<file path="src/rtl/adc_serial_rx_if.sv">
// Signal bundle between the ADC serial receive stage and its surroundings:
// pacing/enable/serial-data inputs, ADC pin outputs and the sample bus.
interface adc_serial_rx_if #(
  parameter int DATA_BITS = 12
);
  logic                 tick;
  logic                 en;
  logic                 sdata;
  logic                 adc_cs_n;
  logic                 adc_sclk;
  logic [DATA_BITS-1:0] dout;
  logic                 dout_valid;
  logic                 lead_err;

  modport master (
    output tick, en, sdata,
    input  adc_cs_n, adc_sclk, dout, dout_valid, lead_err
  );

  modport slave (
    input  tick, en, sdata,
    output adc_cs_n, adc_sclk, dout, dout_valid, lead_err
  );
endinterface

</file>
<file path="src/rtl/adc_serial_rx.sv">
// AD7476-class serial receiver: derives CS/SCLK from the divider pacing tick,
// shifts in one 16-bit frame per FRAME_TICKS ticks and strobes out the 12-bit sample.
module adc_serial_rx #(
  parameter int DATA_BITS   = 12,
  parameter int LEAD_BITS   = 4,
  parameter int FRAME_TICKS = 128
) (
  input  logic clk,
  input  logic rst_n,
  adc_serial_rx_if.slave bus
);

  localparam int FRAME_BITS = DATA_BITS + LEAD_BITS;
  localparam int K_BITS     = $clog2(FRAME_TICKS);
  localparam logic [K_BITS-1:0] K_DONE = K_BITS'(2 * FRAME_BITS + 1);
  localparam logic [K_BITS-1:0] K_LAST = K_BITS'(FRAME_TICKS - 1);

  typedef enum logic [1:0] {WAIT, SHIFT, QUIET} state_t;

  state_t                r_state;
  state_t                w_nextState;
  logic [K_BITS-1:0]     r_k;
  logic [FRAME_BITS-1:0] r_shift;
  logic                  r_csN;
  logic                  r_sclk;
  logic                  r_valid;
  logic                  r_leadErr;
  logic [DATA_BITS-1:0]  r_dout;
  logic                  w_start;
  logic                  w_sclkFall;
  logic                  w_sclkRise;
  logic                  w_done;

  // Odd k drops SCLK, even k raises it and samples; the ADC changes sdata on the falling edge.
  always_comb begin
    w_nextState = r_state;
    w_start     = 1'b0;
    w_sclkFall  = 1'b0;
    w_sclkRise  = 1'b0;
    w_done      = 1'b0;
    if (bus.tick) begin
      unique case (r_state)
        WAIT: begin
          if (bus.en) begin
            w_start     = 1'b1;
            w_nextState = SHIFT;
          end else begin
            w_nextState = QUIET;
          end
        end
        SHIFT: begin
          if (r_k == K_DONE) begin
            w_done      = 1'b1;
            w_nextState = QUIET;
          end else if (r_k[0]) begin
            w_sclkFall = 1'b1;
          end else begin
            w_sclkRise = 1'b1;
          end
        end
        QUIET: begin
          if (r_k == K_LAST) w_nextState = WAIT;
        end
        default: w_nextState = WAIT;
      endcase
    end
  end

  always_ff @(posedge clk or negedge rst_n) begin
    if (!rst_n) r_state <= WAIT;
    else        r_state <= w_nextState;
  end

  // Frame index runs free so frame starts stay on a fixed grid even when frames are skipped.
  always_ff @(posedge clk or negedge rst_n) begin
    if (!rst_n) begin
      r_k       <= '0;
      r_shift   <= '0;
      r_csN     <= 1'b1;
      r_sclk    <= 1'b1;
      r_valid   <= 1'b0;
      r_leadErr <= 1'b0;
      r_dout    <= '0;
    end else begin
      r_valid <= w_done;
      if (bus.tick) r_k <= (r_k == K_LAST) ? '0 : r_k + 1'b1;
      if (w_start) begin
        r_csN   <= 1'b0;
        r_shift <= '0;
      end
      if (w_sclkFall) r_sclk <= 1'b0;
      if (w_sclkRise) begin
        r_sclk  <= 1'b1;
        r_shift <= {r_shift[FRAME_BITS-2:0], bus.sdata};
      end
      if (w_done) begin
        r_csN     <= 1'b1;
        r_sclk    <= 1'b1;
        r_dout    <= r_shift[DATA_BITS-1:0];
        r_leadErr <= |r_shift[FRAME_BITS-1:DATA_BITS];
      end
    end
  end

  assign bus.adc_cs_n   = r_csN;
  assign bus.adc_sclk   = r_sclk;
  assign bus.dout       = r_dout;
  assign bus.dout_valid = r_valid;
  assign bus.lead_err   = r_leadErr;

endmodule

</file>
<file path="src/flat_wrapper.sv">
// flat-port wrapper written by rule: the top's interface ports become plain ports
module adc_serial_rx_flat 
#(
  parameter int DATA_BITS   = 12,
  parameter int LEAD_BITS   = 4,
  parameter int FRAME_TICKS = 128
)
  (clk, rst_n, bus_tick, bus_en, bus_sdata, bus_adc_cs_n, bus_adc_sclk, bus_dout, bus_dout_valid, bus_lead_err);
  adc_serial_rx_if #(.DATA_BITS(DATA_BITS)) bus_i ();
  input  logic clk;
  input  logic rst_n;
  input wire logic [$bits(bus_i.tick)-1:0] bus_tick;
  input wire logic [$bits(bus_i.en)-1:0] bus_en;
  input wire logic [$bits(bus_i.sdata)-1:0] bus_sdata;
  output wire logic [$bits(bus_i.adc_cs_n)-1:0] bus_adc_cs_n;
  output wire logic [$bits(bus_i.adc_sclk)-1:0] bus_adc_sclk;
  output wire logic [$bits(bus_i.dout)-1:0] bus_dout;
  output wire logic [$bits(bus_i.dout_valid)-1:0] bus_dout_valid;
  output wire logic [$bits(bus_i.lead_err)-1:0] bus_lead_err;
  assign bus_i.tick = bus_tick;
  assign bus_i.en = bus_en;
  assign bus_i.sdata = bus_sdata;
  assign bus_adc_cs_n = bus_i.adc_cs_n;
  assign bus_adc_sclk = bus_i.adc_sclk;
  assign bus_dout = bus_i.dout;
  assign bus_dout_valid = bus_i.dout_valid;
  assign bus_lead_err = bus_i.lead_err;
  adc_serial_rx #(.DATA_BITS(DATA_BITS), .LEAD_BITS(LEAD_BITS), .FRAME_TICKS(FRAME_TICKS)) u_core (.clk(clk), .rst_n(rst_n), .bus(bus_i));
endmodule
</file>
<file path="config.mk">
export PLATFORM = sky130hd
export DESIGN_NAME = adc_serial_rx_flat
export DESIGN_NICKNAME = d
export VERILOG_FILES = /design/src/rtl/adc_serial_rx_if.sv /design/src/rtl/adc_serial_rx.sv /design/src/flat_wrapper.sv
export SDC_FILE = /design/constraint.sdc
export NUM_CORES = 1
export LEC_CHECK = 0
export CORE_ASPECT_RATIO = 2
export CORE_MARGIN = 3
export CORE_UTILIZATION = 55
export DETAILED_ROUTE_END_ITERATION = 7
export PLACE_DENSITY_LB_ADDON = 0.3
export RECOVER_POWER = 100
export SLEW_MARGIN = 15
export SYNTH_ARGS = -nofsm -noshare
export SYNTH_HDL_FRONTEND = slang
export SYNTH_SLANG_ARGS = --single-unit
</file>
<file path="constraint.sdc">
create_clock -name clk -period 2.1 [get_ports clk]
set_input_delay 0.525 -clock clk [delete_from_list [all_inputs] [get_ports clk]]
set_output_delay 0.525 -clock clk [all_outputs]
set_load 0.02 [all_outputs]
</file>
# [After elaboration in Yosys (flattened, before gate mapping)]
# Index checks and enable logic that the tools add are counted.
[classes] add_sub_neg=1 multipliers=0 n_div=0 n_lt_le_gt_ge=0 eq_ne=6 shifts=0 mux=26 bitwise=0 reduce_logical=6
[op_table] cell="$mux 16" count=2
[op_table] cell="$mux 1" count=19
[op_table] cell="$add 7x1->7 const B" count=1
[op_table] cell="$eq 7x6->1 const B" count=1
[op_table] cell="$eq 7x7->1 const B" count=1
[op_table] cell="$mux 7" count=1
[op_table] cell="$mux 2" count=3
[op_table] cell="$pmux 2 s3" count=1
[op_table] cell="$ne 2x1->1 const B" count=2
[op_table] cell="$reduce_bool 2->1" count=2
[op_table] cell="$reduce_or 4->1" count=1
[op_table] cell="$reduce_and 3->1" count=1
[op_table] cell="$reduce_bool 3->1" count=1
[op_table] cell="$eq 2x1->1 const B" count=1
[op_table] cell="$eq 2x2->1 const B" count=1
[op_table] cell="$logic_not 2->1" count=1
[totals] reg_bits=41 latch_bits=0 ram_bits=0 mem_bits_ro=0 input_bits=5 word_cells=47 n_memories=0

# [Longest topological paths before layout]
[depth] ltp_word=7 ltp_mapped=7 depth_no_buf=5

# [Worst setup path before layout]
# No wires, ideal clock.
[synth_path] path_kind="register -> register" start="register u_core.r_k[0]" end="register u_core.r_shift[0]" arrival_ns=1.468 required_time_ns=1.977 slack_ns=0.509 stages_incl_launch_ff=7 period_less_slack_ns=1.591 cell_sequence="dfrtp_1 ha_1 nor2b_1 a211o_2 buf_6 buf_8 mux2i_1"
[synth_via] elab_chain_len=5 word_cells_on_any_way=7 classes_between="1 x eq/ne; 5 x mux; 1 x reduce/logical"
[synth_lines] item="start, declared" line="adc_serial_rx.sv:22" rtl="logic [K_BITS-1:0] r_k;"
[synth_lines] item="start signal, assigned" line="adc_serial_rx.sv:86" rtl="if (bus.tick) r_k <= (r_k == K_LAST) ? '0 : r_k + 1'b1;"
[synth_lines] item="$eq 7x6->1 or $mux 1 (tied branches)" line="adc_serial_rx.sv:52, adc_serial_rx.sv:55"
[synth_lines] item="$mux 1 *" line="adc_serial_rx.sv:52" rtl="if (r_k == K_DONE) begin"
[synth_lines] item="$mux 1 *" line="adc_serial_rx.sv:42" rtl="unique case (r_state)"
[synth_lines] item="$mux 1 *" line="adc_serial_rx.sv:41" rtl="if (bus.tick) begin"
[synth_lines] item="$mux 16 or $reduce_bool 2->1 (tied branches)"
[synth_lines] item="end signal, assigned" line="adc_serial_rx.sv:94" rtl="r_shift <= {r_shift[FRAME_BITS-2:0], bus.sdata};"
[synth_lines] item="end, declared" line="adc_serial_rx.sv:23" rtl="logic [FRAME_BITS-1:0] r_shift;"
# Mark *: on every way between the ends. The rest lies on a longest branch, timed or not.
# A chain may end at the register's enable or synchronous reset.

# [Final worst setup path]
[layout_path] start="register u_core.r_csN, in the netlist u_core.bus.adc_cs_n" end="output port bus_adc_cs_n"
[layout_lines] item="start, declared" line="adc_serial_rx.sv:24" rtl="logic r_csN;"
[layout_lines] item="start signal, assigned" line="adc_serial_rx.sv:79" rtl="r_csN <= 1'b1;"
[layout_lines] item="start signal, assigned" line="adc_serial_rx.sv:88" rtl="r_csN <= 1'b0;"
[layout_lines] item="start signal, assigned" line="adc_serial_rx.sv:97" rtl="r_csN <= 1'b1;"
[layout_lines] item="end, declared" line="flat_wrapper.sv:15" rtl="output wire logic [$bits(bus_i.adc_cs_n)-1:0] bus_adc_cs_n;"
# No word-level cell between the ends.

==> flow_metrics.py <==
metrics = {
    "run_status": {
        "status": "finished, final reports clean",
    },
    "sta": {
        "fin_crit_sh_pct": 92.23,
        "holdWs_ns": 0.4678,
        "report.final.setup_viol": 0,
        "relSlewSlack_pct": 34.44,
        "setup_slack_ns": 0.1631,
        "finalCriticalPeriod_ns": 1.937,
        "slew_viol_final": 0,
        "hold_viol_final": 0,
        "fmax_mhz": 516.3,
        "setup_tns_ns": 0,
        "finalClockSkew_ns": 0.002995,
        "rsz0062_at_grt": "no",
        "tightest_slew_ns": 0.9833,
    },
    "power_and_ir_drop": {
        "power_frac_seq_pct": 52.4,
        "total_power_mw": 1.948,
        "comb_power_share_pct": 14.6,
        "p_switching_uw": 530.9,
        "cellPowerDensity_mw_per_mm2": 898.8,
        "sw_frac_of_total_pct": 27.26,
        "p_leak_nw": 1.143,
        "irDropWorstVdd_uv": 684.4,
        "clkPwrFrac_pct": 32.9,
        "power.internal_mw": 1.417,
    },
    "setup_path": {
        "reg2reg_to": "u_core.r_shift[13]",
        "cp_cell_sequence": "clkdlybuf4s50_1",
        "ff2ff_path_depth": 4,
        "reg2reg_from": "u_core.r_k[0]",
        "rrSetupSlack_ns": 0.24,
        "max_stage_delay_ns": 0.59,
        "crit_path_end_kind": "output pin",
        "critPathTopFamily": "buffers and inverters",
        "cp_slowest_cell": "clkdlybuf4s50_1",
        "cp_max_fo": 2,
        "crit_arrival_ns": 1.41,
        "cp-start-kind": "flop",
        "crit_buf_inv": 1,
        "critical_path_class": "flop to output pin",
        "cp.required_ns": 1.57,
    },
    "min_path": {
        "hp-class": "input pin to async pin",
    },
    "grt": {
        "track_usage_pct": 19.33,
        "gr-total-overflow": 0,
        "antenna_found_initial": 0,
        "grt_max_degree": 42,
        "grt_pass1_vias": 1240,
        "grt_pass1_wl_mm": 5.623,
    },
    "clock_tree": {
        "cts_tree": "built",
        "insertion_delay_ns": 0.29,
        "cts_resized": 0,
        "cts_setup_buffers": 0,
        "root_buffer": "clkbuf_8",
        "max-clock-path-buffers": 2,
        "clkSlewWorstSetupHoldPaths_ns": 0.07,
        "cts.sinks": 41,
        "h-tree-depth": 2,
        "cts_hold_buf": 0,
        "cts_made_buffers": 5,
    },
    "routing": {
        "wire_per_inst_um": 16.32,
        "ant_nets": 0,
        "viasPerCell": 5.664,
        "drt-total-wl_mm": 3.443,
        "drt_iter0_drc": 23,
        "drc_errors": 0,
        "firstDrtPassIters": 4,
        "vias": 1195,
    },
    "floorplan": {
        "num_io_pins": 21,
        "coreArea_mm2": 0.003229,
        "start_util_pct": 57.81,
        "rows": 29,
        "dieHeight_um": 88.39,
        "fp.dieW_um": 47.20,
        "die_area_mm2": 0.004172,
    },
    "place": {
        "place_area_mm2": 0.002081,
        "globalplace.congestion": 0.7575,
        "dp_slack_ns": 0.01778,
        "dp.cells": 203,
        "hpwl_mm": 2.459,
        "portBuffers": 20,
    },
    "yosys": {
        "synth_most_common_cell": "dfrtp_1",
        "syn_nets": 161,
        "ys_seq_area_share_pct": 55.09,
        "synth_cells": 154,
        "yosysUniqueCellTypes": 33,
        "synth_top_area_share_pct": 52.28,
        "yosysTopAreaCell": "dfrtp_1",
        "syn_area_per_cell_um2": 12.12,
        "synthArstFlopShare_pct": 100.0,
        "yosys_warnings": 0,
        "ys_top_cells_by_count": "39 x dfrtp_1, 20 x inv_1, 20 x nand2_1",
        "syn_area_mm2": 0.001867,
        "synth-edff-count": 0,
        "synth_area_leaders": "dfrtp_1 52%, mux2i_1 9.7%, mux2_4 5.6%",
        "ys_ff_latch": 41,
        "ys.flop_type": "dfrtp_1",
    },
    "final_layout": {
        "antennaDiodeCount": 0,
        "final_cells": 211,
        "final_area_mm2": 0.002167,
        "area_growth_pct": 16.09,
        "drive_gt1_share_pct": 13.33,
        "final_core_util_pct": 67.11,
        "n_fill_cell": 254,
        "nNetsFinal": 186,
    },
    "job": {
        "maxCapViolCount": 0,
    },
}
-- registers in the layout, indices dropped and copies added, names as in the netlist --
name / count
u_core.bus.adc_cs_n: 1
u_core.bus.adc_sclk: 1
u_core.bus.dout: 12
u_core.bus.dout_valid: 1
u_core.bus.lead_err: 1
u_core.r_k: 7
u_core.r_shift: 16
u_core.r_state: 2
-- per-layer routing --
metal	wire (um)	global-route usage (%)	up-vias
met5	0	0	-
met4	71	6.801	0
met3	127	5.703	9
met2	1957	33.58	27
met1	1287	21.36	594
li1	-	-	565
-- layout make-up --
type | count | area, um2 | share of cell area, %
flip-flops and latches | 41 | 1028 | 47.46
well taps | 31 | 38.79 | 1.790
clock buffers | 7 | 86.33 | 3.984
multi-input cells | 87 | 685.7 | 31.64
inverters | 20 | 75.07 | 3.464
clock inverters | 1 | 30.03 | 1.386
repair buffers | 24 | 222.7 | 10.28
-- cell usage in the layout, fill, tap and decap left out, types with 2 or more instances in the layout --
master           instances
a31oi_1                  2
mux2_2                   6
xor2_1                   2
mux2i_1                 18
mux2_1                   7
dfstp_2                  2
clkdlybuf4s50_1          4
nor2_1                   3
nand3_1                  3
nor2b_1                  2
nand3b_1                 2
buf_4                    2
xnor2_1                  2
o21ai_0                  5
ha_1                     2
nand2_1                 20
clkbuf_8                 6
dfrtp_1                 39
inv_1                   20
dlygate4sd3_1           15
-- power groups by stage --
| stage | logic [mW] | registers [mW] | clock network (mW) |
|---|---|---|---|
| 2_1_floorplan | 0.197 | 1.01 | 0 |
| 3_3_place_gp | 0.275 | 1.03 | 0 |
| 3_5_place_dp | 0.291 | 1.04 | 0 |
| 4_1_cts | 0.292 | 1.02 | 0.658 |
| 5_1_grt | 0.319 | 1.04 | 0.701 |
| 6_report | 0.285 | 1.02 | 0.642 |
-- cell families (layout without fill, tap and decap cells) --
| kind of cell | after synthesis | count (layout) | synth area share (%) |
|---|---|---|---|
| multiplexers | 31 | 31 | 18.90 |
| flip-flops | 41 | 41 | 55.09 |
| AO/OA/AOI/OAI | 11 | 11 | 3.954 |
| buffers and inverters | 26 | 52 | 6.702 |
| AND/OR/NAND/NOR | 39 | 39 | 12.13 |
| XOR/XNOR | 4 | 4 | 1.877 |
| adder cells (fa/ha/maj) | 2 | 2 | 1.340 |
-- worst max-delay path by stage --
stage / depth (start not counted) / start / end
after floorplan: 6 / u_core.r_k[0] / u_core.r_shift[0]
after global placement: 4 / bus_tick / u_core.bus.lead_err
after detailed placement: 4 / bus_tick / u_core.bus.dout[7]
after CTS: 1 / u_core.bus.adc_cs_n / bus_adc_cs_n
after global routing: 1 / u_core.bus.adc_sclk / bus_adc_sclk
final: 1 / u_core.bus.adc_cs_n / bus_adc_cs_n
Note: power is estimated with default switching activity, not from simulation.
